[src/rtl/hamming16_sec_decoder.sv]
// rtl/hamming16_sec_decoder.sv - registered Hamming(21,16) single-error-correcting decoder, two channels
module hamming16_sec_decoder (
    input  logic        clk,
    input  logic        rst_n,
    input  logic        a_valid_in,
    input  logic [15:0] a_data_in,
    input  logic [4:0]  a_parity_in,
    output logic        a_valid_out,
    output logic [15:0] a_data_out,
    output logic        a_error_flag,
    input  logic        b_valid_in,
    input  logic [20:0] b_code_in,
    output logic        b_valid_out,
    output logic [15:0] b_data_out,
    output logic        b_error_flag
);

    // Data bits fill the non-power-of-two positions in ascending order.
    function automatic logic [20:0] place_data(input logic [15:0] d);
        logic [20:0] cw;
        logic [3:0]  n;
        logic [4:0]  idx;
        cw = '0;
        n  = '0;
        for (int p = 1; p <= 21; p++) begin
            idx = 5'(p - 1);
            if ((p & (p - 1)) != 0) begin
                cw[idx] = d[n];
                n       = n + 4'd1;
            end
        end
        return cw;
    endfunction

    function automatic logic [15:0] extract_data(input logic [20:0] cw);
        logic [15:0] d;
        logic [3:0]  n;
        logic [4:0]  idx;
        d = '0;
        n = '0;
        for (int p = 1; p <= 21; p++) begin
            idx = 5'(p - 1);
            if ((p & (p - 1)) != 0) begin
                d[n] = cw[idx];
                n    = n + 4'd1;
            end
        end
        return d;
    endfunction

    function automatic logic [20:0] place_parity(input logic [4:0] par);
        logic [20:0] cw;
        cw     = '0;
        cw[0]  = par[0];
        cw[1]  = par[1];
        cw[3]  = par[2];
        cw[7]  = par[3];
        cw[15] = par[4];
        return cw;
    endfunction

    // XOR of the positions of all set bits: parity positions fold in the
    // received parity, so the result is recomputed XOR received.
    function automatic logic [4:0] syndrome_of(input logic [20:0] cw);
        logic [4:0] s;
        logic [4:0] idx;
        s = '0;
        for (int p = 1; p <= 21; p++) begin
            idx = 5'(p - 1);
            if (cw[idx]) begin
                s = s ^ 5'(p);
            end
        end
        return s;
    endfunction

    // Flipping a parity position is harmless since only data is extracted;
    // syndromes above 21 leave the word untouched.
    function automatic logic [20:0] correct(input logic [20:0] cw, input logic [4:0] syn);
        logic [20:0] fixed;
        logic [4:0]  idx;
        fixed = cw;
        idx   = syn - 5'd1;
        if (syn != 5'd0 && syn <= 5'd21) begin
            fixed[idx] = ~fixed[idx];
        end
        return fixed;
    endfunction

    logic [20:0] a_code;
    logic [4:0]  a_syn;
    logic [15:0] a_fixed;
    logic [4:0]  b_syn;
    logic [15:0] b_fixed;

    assign a_code  = place_data(a_data_in) | place_parity(a_parity_in);
    assign a_syn   = syndrome_of(a_code);
    assign a_fixed = extract_data(correct(a_code, a_syn));
    assign b_syn   = syndrome_of(b_code_in);
    assign b_fixed = extract_data(correct(b_code_in, b_syn));

    always_ff @(posedge clk or negedge rst_n) begin
        if (!rst_n) begin
            a_valid_out  <= 1'b0;
            a_data_out   <= '0;
            a_error_flag <= 1'b0;
            b_valid_out  <= 1'b0;
            b_data_out   <= '0;
            b_error_flag <= 1'b0;
        end else begin
            a_valid_out <= a_valid_in;
            b_valid_out <= b_valid_in;
            if (a_valid_in) begin
                a_data_out   <= a_fixed;
                a_error_flag <= (a_syn != 5'd0);
            end
            if (b_valid_in) begin
                b_data_out   <= b_fixed;
                b_error_flag <= (b_syn != 5'd0);
            end
        end
    end

endmodule

[config.mk]
export PLATFORM = sky130hd
export DESIGN_NAME = hamming16_sec_decoder
export DESIGN_NICKNAME = d
export VERILOG_FILES = /design/src/rtl/hamming16_sec_decoder.sv
export SDC_FILE = /design/constraint.sdc
export NUM_CORES = 1
export LEC_CHECK = 0
export ABC_AREA = 0
export ABC_CLOCK_PERIOD_IN_PS = 1600
export CAP_MARGIN = 15
export CORE_ASPECT_RATIO = 1.1
export CORE_UTILIZATION = 55
export CTS_CLUSTER_DIAMETER = 60
export DETAILED_ROUTE_END_ITERATION = 6
export PLACE_DENSITY = 0.9
export SLEW_MARGIN = 5
export SYNTH_ARGS = -nofsm -noshare
export SYNTH_HDL_FRONTEND = slang
export SYNTH_SLANG_ARGS = --single-unit
[constraint.sdc]
create_clock -name clk -period 1.6 [get_ports clk]
set_clock_uncertainty 0.15 [all_clocks]
set_input_delay 0.24 -clock clk [delete_from_list [all_inputs] [get_ports clk]]
set_output_delay 0.24 -clock clk [all_outputs]
set_load 0.01 [all_outputs]
==> impl_results.md, run 1 <==
* Status: stopped before the end
* Main area contributors after synthesis: dfrtp_1, xnor2_1, mux4_2
* Clock sinks at 36
* Yosys warns at 0
* Root buf cell: clkbuf_8
* Share of the synthesized area in the top cell type at 0.247
* Placed wire-length estimate at 12.7 mm
* Routability Congestion at 1.13
* CTS Buf Count at 5
* Flops & latches, synth at 36
* Synth unique cells at 66
* I/O Buffers at 81
* Number of synthesized flops with an enable pin at 0
* Main synth FF type: dfrtp_1
* Placed cell area at 5650 um2
* Synth area leader: dfrtp_1
* Horiz. Die Dim at 79.7 um
* CTS Buffer Depth at 2
* Sequential area share after synthesis at 0.247
* Post-CTS Repair Setup Buffers at 30
* Tool error: [ERROR DPL-0038] Utilization greater than 100%, impossible to legalize
* Post-Syn Area at 3650 um2
* Rows at 30
* Initial core utilization at 0.579
* Ys async rst share at 1.00
* Resized cells post-CTS at 223
* Cells after DPL at 679
* H-tree depth at 2
* Mapped Nets at 452
* Post-Syn Instances at 398
* Die H at 87.5 um
* Fail Step: clock tree synthesis (4_1_cts)
* CTS Hold Buffers Added at 1
* I/O pin count at 82
* Mapped Avg Cell Area at 9.17 um2
-- per-stage QoR --
stage           util  hold slack [ns]  setup slack, ns
2_1_floorplan      -           -0.206            -1.60
3_3_place_gp   0.896            0.100            -2.09
3_5_place_dp   0.896            0.113            -2.37
-- cells in the mapped netlist, types with 8 or more instances --
cell / n
nand2_1: 24
nor2_1: 28
xnor2_1: 34
nor3_1: 21
a31oi_1: 11
mux2i_1: 9
xor2_1: 10
nand3_1: 14
clkbuf_1: 9
o22ai_1: 16
dfrtp_1: 36
ha_1: 8
a21oi_1: 33
inv_1: 12
mux4_2: 8
nand2b_1: 18
-- cells by family after synthesis --
kind of cell	after synthesis	share of synthesized area
compound gates	111	0.204
buf+inv	32	0.0408
flops	36	0.247
xor+xnor	63	0.214
simple gates	126	0.175
fa+ha+maj	8	0.0274
mux	22	0.0932
==> run 2: changes to the inputs <==
--- a/config.mk
+++ b/config.mk
@@ -8,11 +8,9 @@
 export ABC_AREA = 0
 export ABC_CLOCK_PERIOD_IN_PS = 1600
 export CAP_MARGIN = 15
-export CORE_ASPECT_RATIO = 1.1
-export CORE_UTILIZATION = 55
-export CTS_CLUSTER_DIAMETER = 60
+export CORE_UTILIZATION = 40
 export DETAILED_ROUTE_END_ITERATION = 6
-export PLACE_DENSITY = 0.9
+export PLACE_DENSITY_LB_ADDON = 0.15
 export SLEW_MARGIN = 5
 export SYNTH_ARGS = -nofsm -noshare
 export SYNTH_HDL_FRONTEND = slang
==> run 2 against run 1 <==
  * Area after synthesis is the same
  * The flow now finishes, with violations (setup timing)
  * Synthesized cell count is the same
==> impl_results.md, run 2 <==
* Status: finished, violations left (was stopped before the end)
* Failing checks: setup timing
* Root buf cell: clkbuf_8 (unchanged)
* Area Overhead vs Synth at 87.7%
* Die area at 9510 um2
* Share of the synthesized area in the top cell type at 0.247 (unchanged)
* Main synth FF type: dfrtp_1 (unchanged)
* Initial antenna violation count at 0
* Min-Delay Path Class: in2reg
* Share of cells above drive strength 1 at 0.506
* Rows at 34 (was 30)
* Routed WL at 14.8 mm
* Grt ovf at 0
* Avg Vias per Cell at 5.66
* Yosys warns at 0 (unchanged)
* Most frequent cells in the layout: buf_4, dfrtp_1, buf_6
* Worst setup SP type: primary input
* Actual slew at the worst max-slew pin at 0.517 ns
* Initial core utilization at 0.417 (was 0.579)
* Total GRT Usage at 0.300
* Hold path startpoint: b_code_in[8]
* Mapped Nets at 452 (unchanged)
* Placed wire-length estimate at 10.7 mm (was 12.7 mm)
* Critical Path Sink Type: flip-flop
* Commonest non-fill, non-tap cell in the layout: buf_4
* Worst slew margin at 0.653
* CP required at 1.66 ns
* Worst setup margin at -1.48 ns
* Vias at 4277
* Clock transition at path regs at 0.08 ns
* Crit path from: a_data_in[8]
* Post-Syn Instances at 398 (unchanged)
* Synth unique cells at 66 (unchanged)
* Routed WL per cell at 19.5 um
* Grt met2 use at 0.466
* Leak at 3.07 nW
* Die H at 97.5 um (was 87.5 um)
* Post-synth top cells: dfrtp_1, xnor2_1, a21oi_1, nor2_1, nand2_1 (unchanged)
* Routability Congestion at 0.898 (was 1.13)
* CTS Buf Count at 5 (unchanged)
* Largest regs: a_data_out (16), b_data_out (16)
* Post-route minimum period at 3.08 ns
* CTS Buffer Depth at 2 (unchanged)
* Mapped Avg Cell Area at 9.17 um2 (unchanged)
* Flops & latches, synth at 36 (unchanged)
* Final Cell Area at 6850 um2
* Largest net degree at the start of global routing at 37
* H-tree depth at 2 (unchanged)
* Finish-stage setup viols at 34
* Drt initial violations at 265
* CTS tree: built
* R2r worst-path depth at 2
* Grt met3 use at 0.0547
* Placed cell area at 5740 um2 (was 5650 um2)
* Max-cap violations at 0
* Clock Latency Late Sink at 0.29 ns
* I/O Buffers at 81 (unchanged)
* PwrDens at 1590 nW/um2
* Worst Hold Path Cells at 4
* CP max FO at 5
* Ys async rst share at 1.00 (unchanged)
* Number of synthesized flops with an enable pin at 0 (unchanged)
* First-pass GRT wire length at 22.5 mm
* Setup Crit Path Kind: in2reg
* Synth area leader: dfrtp_1 (unchanged)
* Core area at 8760 um2
* Slew Limit Fails at 0
* Tcrit/Tclk final at 1.93
* Sequential area share after synthesis at 0.247 (unchanged)
* Fmax at 0.324 GHz
* Critical Path AT at 3.15 ns
* Horiz. Die Dim at 97.5 um (was 79.7 um)
* GRT busiest layer: met2
* Worst IR Drop VDD at 0.000722 V
* I/O pin count at 82 (unchanged)
* Place WS at -2.23 ns (was -2.37 ns)
* Reg2reg start: b_data_out[14]$_DFFE_PN0P_
* RSZ-0062 raised after global routing: yes
* Clock sinks at 36 (unchanged)
* Vias in the first global route at 4295
* Nets at 701
* Most frequent cell after synthesis: dfrtp_1 (unchanged)
* Antenna diodes at 0
* Hold slack at 0.272 ns
* Met1 track utilization from global routing at 0.439
* DR DRC count at 0
* Antenna viol nets, final at 0
* Post-Syn Area at 3650 um2 (unchanged)
* DRT Pass-1 Iters at 7
* Filler cells at 619
* Hold Violations, Final at 0
* Main area contributors after synthesis: dfrtp_1, xnor2_1, mux4_2 (unchanged)
## run 2: cell counts after synthesis
Identical to the previous run, type by type.
## run 2: where the power goes
group | switching, mW | internal, mW
clock | 0.349 | 0.461
combinational | 4.41 | 4.56
sequential | 0.0820 | 1.05
total | 4.84 | 6.07
## run 2: layout make-up
| class | count | area (um2) | area share |
|---|---|---|---|
| multi-input combinational | 330 | 3330 | 0.486 |
| timing repair buffer | 260 | 2310 | 0.338 |
| sequential | 36 | 901 | 0.131 |
| tap | 108 | 135 | 0.0197 |
| clock buffer | 5 | 68.8 | 0.0100 |
| inverter | 14 | 57.6 | 0.00840 |
| clock inverter | 3 | 42.5 | 0.00621 |
## run 2: per-stage QoR
step / std cells / total power [mW] / setup TNS (ns) / util
6_report: 756 / 10.9 / -43.94 / 0.782
5_1_grt: 756 / 11.4 / -47.12 / 0.782
4_1_cts: 751 / 10.2 / -42.77 / 0.742
3_5_place_dp: 712 / 8.02 / -70.27 / 0.654
3_3_place_gp: 712 / 7.95 / -68.36 / 0.654
2_1_floorplan: 398 / 5.09 / -46.66 / -
## run 2: critical path: stages
cell and delay [ns]:
buf_6 0.07, xnor3_2 0.44, xnor2_2 0.16, xnor2_1 0.12
ha_1 0.37, inv_2 0.09, ha_4 0.33, mux4_2 0.31
mux2i_2 0.20, o22ai_1 0.11, a211oi_2 0.19, buf_4 0.19
nor2_4 0.05, buf_6 0.11, a211oi_2 0.16
## run 2: final timing paths
check / end / slack [ns]
hold / removal: b_data_out[4]$_DFFE_PN0P_ / 0.27
max in group asynchronous: b_data_out[7]$_DFFE_PN0P_ / 0.58
hold reg to reg: b_data_out[15]$_DFFE_PN0P_ / 0.37
setup / recovery: a_data_out[11]$_DFFE_PN0P_ / -1.48
min in group asynchronous: a_data_out[3]$_DFFE_PN0P_ / 0.37
setup reg to reg: b_data_out[14]$_DFFE_PN0P_ / 0.50
## run 2: repair_timing
action	in CTS	in global routing
setup buffers	34	13
endpoints found under the hold margin	36	0
gates resized for setup	196	74
endpoints found under the setup margin	42	56
pin swaps	64	47
hold buffers	1	0
## run 2: cell families (layout without fill, tap and decap cells)
kind of cell	Yosys count	after routing	share of synthesized area
muxes	22	22	0.0932
xor gates and xnor gates	63	63	0.214
and+or+nand+nor	126	126	0.175
DFF	36	36	0.247
buffers and inverters	32	282	0.0408
adders and majority gates	8	8	0.0274
AOI/OAI and AO/OA	111	111	0.204
## run 2: metal layers
metal	up-vias	part of all wire
li1	1974	-
met3	14	0.067
met4	0	0.011
met2	192	0.46
met1	2097	0.46
met5	-	0
Note: power is estimated with default switching activity, not from simulation.
==> run 3: changes to the inputs <==
--- a/config.mk
+++ b/config.mk
@@ -8,7 +8,7 @@
 export ABC_AREA = 0
 export ABC_CLOCK_PERIOD_IN_PS = 1600
 export CAP_MARGIN = 15
-export CORE_UTILIZATION = 40
+export CORE_UTILIZATION = 56
 export DETAILED_ROUTE_END_ITERATION = 6
 export PLACE_DENSITY_LB_ADDON = 0.15
 export SLEW_MARGIN = 5
==> run 3 against run 2 <==
  * The flow now stops in clock tree synthesis (4_1_cts)
  * Area after synthesis unchanged
  * Synthesized cell count unchanged
==> impl_results.md, run 3 <==
* Post-Syn Area at 3650 um2 (unchanged)
* Post-synth top cells: dfrtp_1, xnor2_1, a21oi_1, nor2_1, nand2_1 (unchanged)
* Routability Congestion at 0.953 (was 0.898)
* I/O pin count at 82 (unchanged)
* Post-Syn Instances at 398 (unchanged)
* Main area contributors after synthesis: dfrtp_1, xnor2_1, mux4_2 (unchanged)
* CTS Hold Buffers Added at 1 (unchanged)
* Flops & latches, synth at 36 (unchanged)
* Mapped Avg Cell Area at 9.17 um2 (unchanged)
* Yosys warns at 0 (unchanged)
* Tool error: [ERROR DPL-0038] Utilization greater than 100%, impossible to legalize
* Mapped Nets at 452 (unchanged)
* Rows at 29 (was 34)
* Synth area leader: dfrtp_1 (unchanged)
* Post-CTS Repair Setup Buffers at 30 (was 34)
* Status: stopped before the end (was finished, violations left)
* Ys async rst share at 1.00 (unchanged)
* Resized cells post-CTS at 215 (was 196)
* Number of synthesized flops with an enable pin at 0 (unchanged)
* Share of the synthesized area in the top cell type at 0.247 (unchanged)
* Clock sinks at 36 (unchanged)
* Horiz. Die Dim at 82.7 um (was 97.5 um)
* CTS Buf Count at 5 (unchanged)
* I/O Buffers at 81 (unchanged)
* Initial core utilization at 0.578 (was 0.417)
* Main synth FF type: dfrtp_1 (unchanged)
* Synth unique cells at 66 (unchanged)
* CTS Buffer Depth at 2 (unchanged)
* Placed wire-length estimate at 11.5 mm (was 10.7 mm)
* Fail Step: clock tree synthesis (4_1_cts)
* Die H at 82.7 um (was 97.5 um)
* Most frequent cell after synthesis: dfrtp_1 (unchanged)
* Sequential area share after synthesis at 0.247 (unchanged)
* H-tree depth at 2 (unchanged)
* Root buf cell: clkbuf_8 (unchanged)
## run 3: metrics by stage
stage	std cells	utilization	setup slack, ns	hold slack, ns	instance area (um2)
2_1_floorplan	398	-	-1.60	-0.206	3810
3_3_place_gp	677	0.900	-2.19	0.0597	5680
3_5_place_dp	677	0.900	-2.44	0.0667	5680
## run 3: cells by family after synthesis
kind of cell / share of synthesized area
compound gates: 0.204
buf+inv: 0.0408
mux: 0.0932
fa+ha+maj: 0.0274
flops: 0.247
xor+xnor: 0.214
simple gates: 0.175
